## config.mk

```make
export PLATFORM = sky130hd
export DESIGN_NAME = adder_scan_display
export DESIGN_NICKNAME = d
export VERILOG_FILES = /design/src/rtl/adder_scan_display.sv
export SDC_FILE = /design/constraint.sdc
export NUM_CORES = 1
export LEC_CHECK = 0
export BUFFER_PORTS_ARGS = -buffer_cell sky130_fd_sc_hd__buf_2
export CORE_UTILIZATION = 36
export CTS_CLUSTER_DIAMETER = 50
export DETAILED_ROUTE_END_ITERATION = 16
export SETUP_SLACK_MARGIN = 0.1
export SLEW_MARGIN = 15
export SYNTH_ARGS = -nofsm -noshare
export SYNTH_HDL_FRONTEND = slang
export SYNTH_SLANG_ARGS = --single-unit
```

## constraint.sdc

```tcl
create_clock -name clk -period 7.4 [get_ports clk]
set_input_delay 0.37 -clock clk [delete_from_list [all_inputs] [get_ports clk]]
set_output_delay 0.37 -clock clk [all_outputs]
set_load 0.005 [all_outputs]
```

## src/rtl/adder_scan_display.sv

```systemverilog
// Adds two switch operands with carry-in, converts the sum to BCD with a
// sequential double-dabble engine and multiplexes it onto a 4-digit display.
module adder_scan_display #(
  parameter int WIDTH       = 8,
  parameter int REFRESH_DIV = 100000,
  parameter bit BLANK_LZ    = 1'b1
) (
  input  logic             clk,
  input  logic             rst_n,
  input  logic [WIDTH-1:0] A,
  input  logic [WIDTH-1:0] B,
  input  logic             CI,
  output logic [6:0]       seg,
  output logic [3:0]       an,
  output logic             busy
);

  localparam int SW = WIDTH + 1;
  localparam int CW = $clog2(SW + 1);
  localparam int RW = (REFRESH_DIV > 2) ? $clog2(REFRESH_DIV) : 1;

  localparam logic [1:0] IDLE    = 2'd0;
  localparam logic [1:0] CONVERT = 2'd1;
  localparam logic [1:0] LOAD    = 2'd2;

  logic [WIDTH-1:0] a_q;
  logic [WIDTH-1:0] b_q;
  logic             ci_q;
  logic [SW-1:0]    sum;

  logic [1:0]       state;
  logic [SW-1:0]    last_sum;
  logic [SW-1:0]    bin;
  logic [15:0]      bcd;
  logic [15:0]      bcd_adj;
  logic [CW-1:0]    bit_cnt;
  logic [3:0]       d0;
  logic [3:0]       d1;
  logic [3:0]       d2;
  logic [3:0]       d3;

  logic [RW-1:0]    refresh_cnt;
  logic [1:0]       idx;
  logic [3:0]       cur_digit;
  logic [3:0]       lz;
  logic             blank;

  always_ff @(posedge clk or negedge rst_n) begin
    if (!rst_n) begin
      a_q  <= '0;
      b_q  <= '0;
      ci_q <= 1'b0;
    end else begin
      a_q  <= A;
      b_q  <= B;
      ci_q <= CI;
    end
  end

  assign sum = {1'b0, a_q} + {1'b0, b_q} + SW'(ci_q);

  // Add-3 correction applied to every nibble before each shift.
  always_comb begin
    bcd_adj = bcd;
    for (int i = 0; i < 4; i++) begin
      if (bcd[4*i +: 4] >= 4'd5) begin
        bcd_adj[4*i +: 4] = bcd[4*i +: 4] + 4'd3;
      end
    end
  end

  always_ff @(posedge clk or negedge rst_n) begin
    if (!rst_n) begin
      state    <= IDLE;
      last_sum <= '0;
      bin      <= '0;
      bcd      <= '0;
      bit_cnt  <= '0;
      d0       <= '0;
      d1       <= '0;
      d2       <= '0;
      d3       <= '0;
    end else begin
      case (state)
        IDLE: begin
          if (sum != last_sum) begin
            bin      <= sum;
            last_sum <= sum;
            bcd      <= '0;
            bit_cnt  <= CW'(SW);
            state    <= CONVERT;
          end
        end
        CONVERT: begin
          bcd     <= {bcd_adj[14:0], bin[SW-1]};
          bin     <= {bin[SW-2:0], 1'b0};
          bit_cnt <= bit_cnt - CW'(1);
          if (bit_cnt == CW'(1)) begin
            state <= LOAD;
          end
        end
        LOAD: begin
          d0    <= bcd[3:0];
          d1    <= bcd[7:4];
          d2    <= bcd[11:8];
          d3    <= bcd[15:12];
          state <= IDLE;
        end
        default: state <= IDLE;
      endcase
    end
  end

  assign busy = (state != IDLE);

  always_ff @(posedge clk or negedge rst_n) begin
    if (!rst_n) begin
      refresh_cnt <= '0;
      idx         <= '0;
    end else if (refresh_cnt == RW'(REFRESH_DIV - 1)) begin
      refresh_cnt <= '0;
      idx         <= idx + 2'd1;
    end else begin
      refresh_cnt <= refresh_cnt + RW'(1);
    end
  end

  assign an = ~(4'b0001 << idx);

  always_comb begin
    cur_digit = d0;
    case (idx)
      2'd0: cur_digit = d0;
      2'd1: cur_digit = d1;
      2'd2: cur_digit = d2;
      2'd3: cur_digit = d3;
      default: cur_digit = d0;
    endcase
  end

  // lz[k] is set when digit k and everything above it are zero; digit 0 never blanks.
  always_comb begin
    lz[3] = (d3 == 4'd0);
    lz[2] = lz[3] && (d2 == 4'd0);
    lz[1] = lz[2] && (d1 == 4'd0);
    lz[0] = 1'b0;
    blank = BLANK_LZ && lz[idx];
  end

  function automatic logic [6:0] seg_of(input logic [3:0] n);
    case (n)
      4'd0: seg_of = 7'b1000000;
      4'd1: seg_of = 7'b1111001;
      4'd2: seg_of = 7'b0100100;
      4'd3: seg_of = 7'b0110000;
      4'd4: seg_of = 7'b0011001;
      4'd5: seg_of = 7'b0010010;
      4'd6: seg_of = 7'b0000010;
      4'd7: seg_of = 7'b1111000;
      4'd8: seg_of = 7'b0000000;
      4'd9: seg_of = 7'b0010000;
      default: seg_of = 7'b1111111;
    endcase
  endfunction

  assign seg = blank ? 7'b1111111 : seg_of(cur_digit);

endmodule
```

==> reports/results.txt <==
PortBufs: 30
Worst hold slack: 0.132 ns
Die ar.: 13900 sq um
Largest net degree at the start of global routing: 63
Final period util: 0.457
Die Ht: 118 um
Drt first pass iters: 4
Worst slew pin tran: 1.07 ns
Die outline width: 118 um
Syn_area_per_cell: 10.5 sq um
Async SR Flop Fraction: 1.00
Post-CTS setup repair buffer count: 0
Buf/Inv on CP: 1
Status: complete, no violations
Gr usage total: 0.135
Flops & latches, synth: 92
NetSw: 663 uW
Vias/cell: 5.08
Drt drc: 0
Initial antenna violation count: 0
Post-Synthesis Cell Area: 4820 sq um
Slew HR: 0.282
Synth top cells by count: 92 x dfrtp_1, 40 x nand2_1, 32 x o21ai_0, 29 x inv_1, 29 x nor2_1
Vias in the first global route: 3368
CP cell instances: fa_1 -> inv_1 -> fa_1 -> nor2b_4 -> o21a_1 -> or3_1 -> a211o_1 -> nor3_1 -> a41o_1 -> a22oi_1
Via count: 3380
Hold_sp: B[7]
CTS H-tree depth: 3
Setup violators final: 0
Final clock skew: 0.00393 ns
Synth Instances: 460
Core Region: 12800 sq um
Root buffer cell: clkbuf_16
RSZ-0062 raised after global routing: no
Final hold viol count: 0
Worst-path clk slew: 0.06 ns
Comb pwr share: 0.362
Diode count: 0
FMAX: 296 MHz
Max-Cap Viols: 0
DP Wirelength: 6.41 mm
Fillers: 1252
Layout cell share with drive strength beyond 1: 0.134
First-pass GRT wire length: 15.2 mm
Most frequent cell after synthesis: dfrtp_1
Nets: 537
Worst-skew pair later-pin latency: 0.34 ns
Setup crit start kind: register
PwrDens: 347 nW/um^2
Synth area leader: dfrtp_1
CTS tree: yes
Worst setup startpoint: a_q[0]
Final WL: 9.09 mm
Worst EP arrival: 3.56 ns
Delay-heaviest family, CP: compound AO/OA/AOI/OAI gates
Crit end category: register
CP max-delay cell: a41o_1
Placer Congestion: 0.828
PostCTS Resize Cnt: 0
Max rail drop VDD: 0.142 mV
Sw Share: 0.354
Sequential Power Share: 0.413
Critical R2R Launch: a_q[0]
Crit Path Class: reg2reg
Area Overhead vs Synth: 12.1%
Yosys cell types: 55
Crit path max fanout: 25
Rows: 41
TNS Setup: 0 ns
Syn nets: 509
Top-area cell type share of the netlist area: 0.478
Most Frequent Cell on Critical Path: fa_1
Clock Power Share: 0.225
Worst min path class: in2reg
ANT nets after route: 0
Grt ovf: 0
Register area share after synthesis: 0.478
Yosys warning count: 0
Max Slew Vio Count: 0
Post-synth EDFFs: 0
WL/cell: 13.7 um
Minimum clock period: 3.38 ns
Req. time, crit path: 7.58 ns
Main area contributors after synthesis: dfrtp_1 48%, ha_1 7.3%, xnor2_1 3.5%
Top FF cell, synth: dfrtp_1
Starting Density: 0.376
Cts bufs inserted: 9
Int Pwr: 1.21 mW
1st-iter DRT viols: 193
Top Ports: 31
TritonCTS Sinks: 92
Delay of the slowest cell on the worst path: 0.81 ns
Leak: 2.58 nW
PnR Total Power: 1.87 mW
CTS Buffer Depth: 2
[worst register-to-register path, delay by kind of cell, from the launching register on]
kind,cells,cell delay [ns]
AO/OA/AOI/OAI,4,1.52
AND/OR/NAND/NOR,3,0.54
flip-flops,1,0.38
adder cells (fa/ha/maj),2,0.70
buffers and inverters,1,0.08
[state kept, by name, summed over array words and instances, names as in the netlist, 4 cells and up]
register,count
d3,4
b_q,8
d1,4
bcd,16
refresh_cnt,17
last_sum,9
bin,9
bit_cnt,4
d2,4
a_q,8
d0,4
[logic make-up (layout without fill, tap and decap cells)]
group / Yosys count / after routing / synth area share
DFF: 92 / 92 / 0.478
AOI/OAI and AO/OA: 101 / 101 / 0.142
and+or+nand+nor: 136 / 136 / 0.143
xor gates and xnor gates: 35 / 35 / 0.0693
adders and majority gates: 30 / 30 / 0.0810
muxes: 21 / 21 / 0.0480
buffers and inverters: 45 / 78 / 0.0384
[power groups by stage]
stage | clock network (mW) | registers [mW] | logic, mW
after floorplan | 0 | 0.729 | 0.558
after global placement | 0 | 0.775 | 0.655
after detailed placement | 0 | 0.780 | 0.683
after CTS | 0.431 | 0.773 | 0.686
after global routing | 0.449 | 0.794 | 0.773
final | 0.422 | 0.773 | 0.679
[through the flow]
| stage | instance area (sq um) | utilization | instances | worst slack, ns |
|---|---|---|---|---|
| finish | 5400 | 0.421 | 665 | 4.02 |
| global route | 5400 | 0.421 | 665 | 3.83 |
| CTS | 5400 | 0.421 | 665 | 3.99 |
| detailed placement | 5120 | 0.400 | 648 | 3.99 |
| global placement | 5120 | 0.400 | 648 | 4.04 |
| floorplan | 4820 | - | 460 | 4.15 |
[cells in the final DEF, fill, tap and decap left out, drive strengths merged, types with 3 or more instances in the layout]
cell type / count
ha: 28
mux2i: 10
nor4b: 3
xor2: 14
nor4: 3
xnor2: 19
a22o: 14
nand2: 40
dfrtp: 92
o22ai: 3
o21a: 3
nor3: 11
and2: 4
clkbuf: 11
o21ai: 32
o2bb2ai: 3
a21oi: 18
a221o: 5
nand2b: 7
buf: 31
nor3b: 4
clkinv: 5
nand3: 12
inv: 29
nor2: 29
a21o: 6
a222oi: 4
and3: 6
mux2: 11
nor2b: 6
[final timing paths]
kind	end	depth (start not counted)	slack (ns)
worst max-delay path	bit_cnt[3]	10	4.02
worst min-delay path	b_q[7]	1	0.13
worst max register to register	bit_cnt[3]	10	4.02
worst min register to register	refresh_cnt[4]	1	0.48
max in group asynchronous	bcd[15]	3	5.81
min in group asynchronous	b_q[2]	2	0.51
[metal layers]
metal,share of wire,up-vias,track usage
met5,0,-,0
met4,0.019,0,0.0729
met3,0.032,19,0.0203
met2,0.47,77,0.221
met1,0.48,1616,0.172
li1,-,1668,-
[final cells by class]
type	instances	area, sq um	area share
multi-input combinational	323	2330	0.432
sequential	92	2300	0.426
clock buffer	11	243	0.0449
inverter	30	113	0.0208
tap	172	215	0.0398
clock inverter	5	27.5	0.00509
timing repair buffer	32	170	0.0315
[what timing repair did]
| action | in CTS | in global routing |
|---|---|---|
| setup endpoints to repair | 0 | 0 |
| hold endpoints to repair | 30 | 0 |
| hold buffers | 1 | 0 |
(Power assumes the default switching activity.)
